`src/rtl/if_id_stage.sv`:
```
// Fetch-to-decode register: assembles 1/2-byte instructions into a decode packet, 1-cycle latency after last byte.
// stall freezes every register (fetch ignored); flush squashes pending/presented packet and wins over stall.
module if_id_stage #(
  parameter int          WIDTH        = 8,
  parameter logic [3:0]  TWO_BYTE_OPC = 4'd12
) (
  input  logic             clk,
  input  logic             reset,
  input  logic             fetch_valid,
  input  logic [WIDTH-1:0] instr_in,
  input  logic [WIDTH-1:0] pc_in,
  input  logic             stall,
  input  logic             flush,
  output logic             valid_out,
  output logic [WIDTH-1:0] instr_out,
  output logic [WIDTH-1:0] imm_out,
  output logic [WIDTH-1:0] pc_out,
  output logic             two_byte_out,
  output logic [3:0]       opcode_fb,
  output logic [1:0]       brx_fb
);

  typedef enum logic [0:0] {
    S_FIRST  = 1'b0,
    S_SECOND = 1'b1
  } state_t;

  typedef struct packed {
    logic             vld;
    logic [WIDTH-1:0] instr;
    logic [WIDTH-1:0] imm;
    logic [WIDTH-1:0] pc;
    logic             two_byte;
  } pkt_t;

  state_t           state, state_nxt;
  pkt_t             pkt, pkt_nxt;
  logic [WIDTH-1:0] first_byte, first_byte_nxt;
  logic [WIDTH-1:0] first_pc, first_pc_nxt;
  logic [3:0]       in_opc;

  assign in_opc = instr_in[WIDTH-1 -: 4];

  always_ff @(posedge clk or negedge reset) begin
    if (!reset) begin
      state      <= S_FIRST;
      pkt        <= '0;
      first_byte <= '0;
      first_pc   <= '0;
    end else begin
      state      <= state_nxt;
      pkt        <= pkt_nxt;
      first_byte <= first_byte_nxt;
      first_pc   <= first_pc_nxt;
    end
  end

  always_comb begin
    state_nxt      = state;
    pkt_nxt        = pkt;
    first_byte_nxt = first_byte;
    first_pc_nxt   = first_pc;
    if (flush) begin
      // Stale data fields are harmless once valid and two_byte are cleared.
      state_nxt        = S_FIRST;
      pkt_nxt.vld      = 1'b0;
      pkt_nxt.two_byte = 1'b0;
    end else if (!stall) begin
      unique case (state)
        S_FIRST: begin
          pkt_nxt.vld = 1'b0;
          if (fetch_valid) begin
            if (in_opc == TWO_BYTE_OPC) begin
              first_byte_nxt = instr_in;
              first_pc_nxt   = pc_in;
              state_nxt      = S_SECOND;
            end else begin
              pkt_nxt.vld      = 1'b1;
              pkt_nxt.instr    = instr_in;
              pkt_nxt.imm      = '0;
              pkt_nxt.pc       = pc_in;
              pkt_nxt.two_byte = 1'b0;
            end
          end
        end
        S_SECOND: begin
          pkt_nxt.vld = 1'b0;
          if (fetch_valid) begin
            pkt_nxt.vld      = 1'b1;
            pkt_nxt.instr    = first_byte;
            pkt_nxt.imm      = instr_in;
            pkt_nxt.pc       = first_pc;
            pkt_nxt.two_byte = 1'b1;
            state_nxt        = S_FIRST;
          end
        end
        default: state_nxt = S_FIRST;
      endcase
    end
  end

  // PC control needs the opcode of the byte being fetched now, not the one presented.
  always_comb begin
    opcode_fb = pkt.instr[WIDTH-1 -: 4];
    brx_fb    = pkt.instr[3:2];
    if (state == S_SECOND) begin
      opcode_fb = first_byte[WIDTH-1 -: 4];
      brx_fb    = first_byte[3:2];
    end else if (fetch_valid) begin
      opcode_fb = in_opc;
      brx_fb    = instr_in[3:2];
    end
  end

  assign valid_out    = pkt.vld;
  assign instr_out    = pkt.instr;
  assign imm_out      = pkt.imm;
  assign pc_out       = pkt.pc;
  assign two_byte_out = pkt.two_byte;

endmodule

```
`config.mk`:
```
export PLATFORM = sky130hd
export DESIGN_NAME = if_id_stage
export DESIGN_NICKNAME = d
export VERILOG_FILES = /design/src/rtl/if_id_stage.sv
export SDC_FILE = /design/constraint.sdc
export NUM_CORES = 1
export LEC_CHECK = 0
export CELL_PAD_IN_SITES_DETAIL_PLACEMENT = 0
export CELL_PAD_IN_SITES_GLOBAL_PLACEMENT = 1
export CORE_MARGIN = 3
export CORE_UTILIZATION = 43
export CTS_BUF_LIST = sky130_fd_sc_hd__clkbuf_4 sky130_fd_sc_hd__clkbuf_8
export CTS_CLUSTER_DIAMETER = 80
export CTS_CLUSTER_SIZE = 16
export DETAILED_ROUTE_END_ITERATION = 8
export MAX_ROUTING_LAYER = met4
export PLACE_DENSITY = 0.92
export SYNTH_ARGS = -nofsm -noshare
export SYNTH_HDL_FRONTEND = slang
export SYNTH_SLANG_ARGS = --single-unit
```
`constraint.sdc`:
```
create_clock -name clk -period 3.65 [get_ports clk]
set_input_delay 0.73 -clock clk [delete_from_list [all_inputs] [get_ports clk]]
set_output_delay 0.73 -clock clk [all_outputs]
set_load 0.005 [all_outputs]
```
# == After elaboration in Yosys (flattened, before gate mapping) ==
# Index checks and enable logic that the tools add are counted.
# op_classes
eq_ne,8
mux,17
bitwise,3
n_reduce_logical,3
# ops
operator,n
$mux 26,4
$pmux 26 s2,1
$reduce_and 5->1,2
$ne 3x3->1 const B,3
$mux 4,2
$mux 1,7
$ne 2x2->1 const B,3
$eq 4x4->1 const B,1
$mux 2,2
$reduce_and 4->1,1
$not 1->1,3
$ne 2x1->1 const B,1
$pmux 1 s2,1
# word_totals
ff_bits,43
in_bits,21

# == Longest topological paths before layout ==
# Gate-level depths: netlist of run 1.
# logic_depth
ltp_word,6
ltp_mapped,6
depth_no_buf,3

# == Worst setup path before layout of run 1 ==
# Ideal clock, no wire load.
# synth_timing
kind,input port to output port
startpoint,input port fetch_valid
endpoint,output port brx_fb[0]
t_required_ps,2920
cell_stages,4
t_arrival_ps,1511
n_path_buf,2
slack_ps,1409
path_cell_list,buf_4 -> clkbuf_1 -> mux2i_1 -> o21ai_0
# synth_between
elab_chain_len,2
# synth_rtl
element,line,source
"start, declared",9,"input logic fetch_valid,"
$mux 2,109,end else if (fetch_valid) begin
$mux 2,106,if (state == S_SECOND) begin
"end, declared",20,output logic [1:0] brx_fb
# No other way between the ends.

# == Worst setup path in the final report of run 1 ==
# Ends and elaborated chain as after synthesis.

==> flow_metrics.py, run 1 <==
metrics = {
    "drt": {
        "vias": 1484,
        "drc": 0,
        "antenna_left": 0,
        "routed_wl_um": 4400,
        "drt_iter0_drc": 101,
        "via_per_inst": 5.50,
        "post_drt_wl_per_cell_um": 16.3,
        "drtPass1Iterations": 4,
    },
    "timing": {
        "fmax_mhz": 317,
        "maxSlewHeadroom": 0.324,
        "finalCritPeriodShare": 0.865,
        "hold_violations": 0,
        "setup_slack_ns": 0.493,
        "rsz0062_at_grt": "false",
        "fin_tns_setup_ns": 0,
        "period_minus_slack_ns": 3.16,
        "worst_pin_slew_ns": 1.01,
        "slew_violations": 0,
        "skew_ns": 0.00553,
        "setup_viol": 0,
    },
    "synth": {
        "synth-seq-cells": 43,
        "yosys.area_share.simple": 0.106,
        "seq_area_frac_synth": 0.527,
        "synth-edff-count": 0,
        "syn_nets": 186,
        "syn_area_per_cell_um2": 12.4,
        "syn_inst": 165,
        "yosys.area_share.adder": 0,
        "yosysWarnings": 0,
        "synth_top_family_by_area": "multiplexers",
        "ys_types": 27,
        "synth_ff_type": "dfrtp_1",
        "synth.area.mux_share": 0.189,
        "synth_compound_area_frac": 0.128,
        "synth_xor_xnor_area_share": 0,
        "async_flop_share": 1.00,
        "synth_area_um2": 2040,
    },
    "final_layout": {
        "final_layout_size_suffix_gt1_frac": 0.170,
        "area_growth_pct": 33.3,
        "antenna_cells": 0,
        "final_cell_count_no_fill": 270,
        "final_util": 0.608,
        "finalInstanceArea_um2": 2720,
        "nets": 238,
    },
    "clock_tree": {
        "cts_max_level": 2,
        "ctsResizeCount": 0,
        "cts_hold_buf": 0,
        "cts_made_buffers": 5,
        "cts.clk_slew.worst_paths_ns": 0.08,
        "cts_tree": "built",
        "post_cts_buffers": 0,
        "insertion_delay_ns": 0.29,
        "clk_path_buf_depth": 2,
        "clock_sinks": 43,
        "cts-root-buf": "clkbuf_8",
    },
    "place": {
        "place_area_um2": 2580,
        "place_ws_ns": 0.489,
        "hpwl_um": 2980,
        "dp_cells": 262,
        "place_congestion": 0.800,
        "port_buffers": 52,
    },
    "global_route": {
        "grt_pass1_wl_um": 7490,
        "grt.total_usage": 0.180,
        "grt_start_max_net_pins": 44,
        "globalRouteOverflowTotal": 0,
        "grt_pass1_vias": 1622,
        "antenna_found_initial": 0,
    },
    "worst_setup_path": {
        "r2r-start": "state",
        "worstSetupPathType": "input port to output port",
        "crit_required_ns": 2.92,
        "critPathMaxFanout": 12,
        "cp-start-kind": "input port",
        "reg2regPathDepth": 3,
        "cp-end-kind": "output port",
        "rrSetupSlack_ns": 1.55,
        "arrival_ns": 2.43,
        "regToRegEndpoint": "first_pc[0]",
    },
    "hold_path": {
        "hp-start": "pc_out[5]",
        "hold_class": "flop to flop",
        "hold_end": "pc_out[5]",
        "whs_path_depth": 1,
    },
    "die": {
        "die-height_um": 74.9,
        "io_pins": 53,
        "core_area_um2": 4470,
        "dieWidth_um": 74.9,
        "initial_core_util": 0.456,
        "rows": 24,
        "die-area_um2": 5610,
    },
    "status": {
        "status": "finished, final reports clean",
    },
    "power_and_ir_drop": {
        "power.density_nw_per_um2": 444,
        "power.leakage_nw": 1.18,
        "vdd_drop_max_mv": 0.268,
    },
    "run": {
        "max-cap-violations": 0,
    },
}
[cell usage after synthesis (2+ instances only)]
master / number / area, µm²
a21boi_0: 2 / 15.0
a21oi_1: 2 / 10.0
a32o_1: 13 / 130
and2_1: 3 / 18.8
buf_6: 3 / 33.8
clkbuf_1: 7 / 26.3
dfrtp_1: 43 / 1080
inv_1: 9 / 33.8
mux2_1: 10 / 113
mux2_2: 18 / 203
mux2i_1: 7 / 70.1
nand2_1: 7 / 26.3
nand2b_1: 5 / 31.3
nand3_1: 4 / 20.0
nand3b_1: 2 / 15.0
nand4_1: 5 / 31.3
nor2b_1: 2 / 12.5
o21ai_0: 14 / 70.1
[sequential cells by signal (all words and copies together) (netlist names)]
name and count:
first_byte 8, first_pc 8, imm_out 8, instr_out 8, pc_out 8, state 1, two_byte_out 1, valid_out 1
[kinds of logic (layout without fill, tap and decap cells)]
kind of cell / count (synthesis) / after routing
simple gates: 33 / 33
mux: 35 / 35
buf+inv: 20 / 73
compound gates: 34 / 34
flops: 43 / 43
[placed cells by master, fill, tap and decap left out]
cell | Yosys | routed
clkdlybuf4s50_1 | 0 | 51
dfrtp_1 | 43 | 43
mux2_2 | 18 | 18
o21ai_0 | 14 | 14
a32o_1 | 13 | 13
mux2_1 | 10 | 10
inv_1 | 9 | 9
mux2i_1 | 7 | 7
nand2_1 | 7 | 7
nand2b_1 | 5 | 5
nand4_1 | 5 | 5
clkbuf_8 | 0 | 5
nand3_1 | 4 | 4
buf_4 | 1 | 4
and2_1 | 3 | 3
nor2b_1 | 2 | 2
nand3b_1 | 2 | 2
a21oi_1 | 2 | 2
a21boi_0 | 2 | 2
bufinv_16 | 0 | 2
nor3b_4 | 1 | 1
nor3b_2 | 1 | 1
nand3_2 | 1 | 1
a21boi_4 | 1 | 1
a31o_2 | 1 | 1
o2bb2ai_1 | 1 | 1
nand4bb_1 | 1 | 1
or3b_2 | 1 | 1
clkbuf_4 | 0 | 1
buf_2 | 0 | 1
[stage by stage]
step / hold slack [ns] / power, mW
finish: 0.487 / 1.21
global placement: 0.470 / 0.772
CTS: 0.492 / 1.22
floorplan: 0.434 / 0.645
detailed placement: 0.475 / 0.779
global route: 0.496 / 1.26
[routing by layer]
layer / GRT usage / share of wire
met5: - / 0
met4: 0.0356 / 0.0084
met3: 0.0494 / 0.055
met2: 0.307 / 0.48
met1: 0.213 / 0.45
[worst max-delay path, cell delays in order]
cell and delay, ns:
clkdlybuf4s50_1 0.84, mux2i_1 0.14, o21ai_0 0.18, clkdlybuf4s50_1 0.53
[how the worst max path moves through the flow]
stage	start	endpoint	slack, ns
global route	fetch_valid	brx_fb[0]	0.35
CTS	fetch_valid	brx_fb[1]	0.49
finish	fetch_valid	brx_fb[0]	0.49
detailed placement	fetch_valid	brx_fb[1]	0.49
global placement	fetch_valid	brx_fb[0]	0.49
floorplan	fetch_valid	brx_fb[0]	1.41
[layout make-up]
cell class	count	area (µm²)
fillers	380	1750
flip-flops and latches	43	1080
multi-input cells	102	863
repair buffers	56	546
clock buffers	6	76.3
well taps	52	65.1
clock inverters	2	60.1
inverters	9	33.8
[where the power goes]
group	switching, mW	internal (mW)
sequential	0.0297	0.527
combinational	0.0727	0.135
clock	0.162	0.281
(Power assumes the default switching activity.)
==> run 2, diff against run 1 <==
- CORE_UTILIZATION: 43 -> 41
- CTS_BUF_LIST: sky130_fd_sc_hd__clkbuf_4 sky130_fd_sc_hd__clkbuf_8 -> default
- PLACE_DENSITY: 0.92 -> 0.88
==> run 2 against run 1 <==
Die area up 4.5%. Register-to-register slack worse by 0.16 ns. Clock skew down 0.0017 ns. Final cell count increased by 5.2%. Sequential share of layout area grew 0.59 points. Utilization down 4.4 points.
==> flow_metrics.py, run 2 (synthesized netlist as in run 1, its figures left out) <==
metrics = {
    "power_and_ir_drop": {
        "vdd_drop_max_mv": 0.218,
        "power.leakage_nw": 1.14,
        "power.density_nw_per_um2": 395,
    },
    "drt": {
        "routed_wl_um": 4310,
        "antenna_left": 0,
        "drc": 0,
        "post_drt_wl_per_cell_um": 15.2,
        "via_per_inst": 5.30,
        "drt_iter0_drc": 134,
        "vias": 1505,
        "drtPass1Iterations": 4,
    },
    "timing": {
        "skew_ns": 0.00383,
        "maxSlewHeadroom": 0.300,
        "slew_violations": 0,
        "period_minus_slack_ns": 3.19,
        "finalCritPeriodShare": 0.874,
        "hold_violations": 0,
        "worst_pin_slew_ns": 1.05,
        "setup_viol": 0,
        "rsz0062_at_grt": "false",
        "fmax_mhz": 313,
        "fin_tns_setup_ns": 0,
    },
    "global_route": {
        "grt_pass1_vias": 1475,
        "grt_start_max_net_pins": 44,
        "grt.total_usage": 0.164,
        "globalRouteOverflowTotal": 0,
        "antenna_found_initial": 0,
        "grt_pass1_wl_um": 7470,
    },
    "clock_tree": {
        "cts_made_buffers": 5,
        "cts_hold_buf": 0,
        "cts.clk_slew.worst_paths_ns": 0.08,
        "cts_max_level": 2,
        "post_cts_buffers": 0,
        "ctsResizeCount": 0,
        "cts_tree": "built",
        "cts-root-buf": "clkbuf_8",
        "insertion_delay_ns": 0.29,
        "clk_path_buf_depth": 2,
        "clock_sinks": 43,
    },
    "die": {
        "core_area_um2": 4750,
        "die-height_um": 76.6,
        "initial_core_util": 0.429,
        "io_pins": 53,
        "die-area_um2": 5860,
        "dieWidth_um": 76.6,
        "rows": 25,
    },
    "worst_setup_path": {
        "crit_required_ns": 2.92,
        "critPathMaxFanout": 9,
        "cp-end-kind": "output port",
        "worstSetupPathType": "input port to output port",
        "arrival_ns": 2.46,
        "cp-start-kind": "input port",
    },
    "status": {
        "status": "finished, final reports clean",
    },
    "final_layout": {
        "fill_cells": 421,
        "final_common_cell": "clkdlybuf4s50_1",
        "nets": 237,
        "antenna_cells": 0,
        "seq_area_um2": 1080,
        "layout_common_cells": "clkdlybuf4s50_1 (51), dfrtp_1 (43), mux2_2 (18), o21ai_0 (14), a32o_1 (13)",
        "area_growth_pct": 31.3,
        "final_cell_count_no_fill": 284,
        "multi_input_area_um2": 863,
        "final_layout_size_suffix_gt1_frac": 0.161,
    },
    "hold_path": {
        "hold_class": "flop to flop",
    },
    "place": {
        "port_buffers": 52,
        "dp_cells": 276,
        "hpwl_um": 2860,
        "place_congestion": 0.805,
    },
    "run": {
        "max-cap-violations": 0,
    },
}
run 2: final timing paths:
kind / endpoint / depth (start not counted) / slack (ns) / from
max: opcode_fb[1] / 5 / 0.46 / fetch_valid
min: pc_out[4] / 1 / 0.49 / pc_out[4]
max reg2reg: pc_out[1] / 3 / 1.39 / state
min reg2reg: pc_out[4] / 1 / 0.49 / pc_out[4]
max in group asynchronous: first_pc[0] / 1 / 2.47 / reset
min in group asynchronous: imm_out[2] / 1 / 0.58 / reset
run 2: routing by layer:
metal,part of all wire,GRT usage,up-vias
li1,-,-,705
met3,0.069,0.0496,2
met5,0,-,-
met4,0.0051,0.0435,0
met1,0.47,0.226,740
met2,0.45,0.235,58
run 2: cell type report:
| cell class | count | area share |
|---|---|---|
| well taps | 67 | 0.0313 |
| clock buffers | 6 | 0.0271 |
| multi-input cells | 102 | 0.322 |
| clock inverters | 2 | 0.00467 |
| inverters | 9 | 0.0126 |
| flip-flops and latches | 43 | 0.401 |
| repair buffers | 55 | 0.201 |
run 2: report_power, final:
group / internal (mW) / switching (mW)
sequential: 0.527 / 0.0299
clock: 0.134 / 0.162
combinational: 0.134 / 0.0722
run 2: stage by stage:
step / setup slack [ns] / instance area (µm²) / util / total power, mW / hold WS (ns)
after global placement: 0.547 / 2590 / 0.546 / 0.772 / 0.470
final: 0.460 / 2680 / 0.564 / 1.06 / 0.490
after CTS: 0.457 / 2680 / 0.564 / 1.08 / 0.494
after global routing: 0.385 / 2680 / 0.564 / 1.12 / 0.514
after detailed placement: 0.453 / 2590 / 0.546 / 0.777 / 0.475
after floorplan: 1.41 / 2040 / - / 0.645 / 0.434
run 2: critical path, cell delays in order:
cell and delay, ns:
clkdlybuf4s50_1 0.66, buf_4 0.23, mux2i_1 0.08, o21ai_0 0.21
clkdlybuf4s50_1 0.55
==> run 3, diff against run 2 <==
- CTS_CLUSTER_DIAMETER: 80 -> 40
- TNS_END_PERCENT: default -> 30
==> results of run 3 <==
No change in the layout: final DEF, timing and power equal those of run 2.
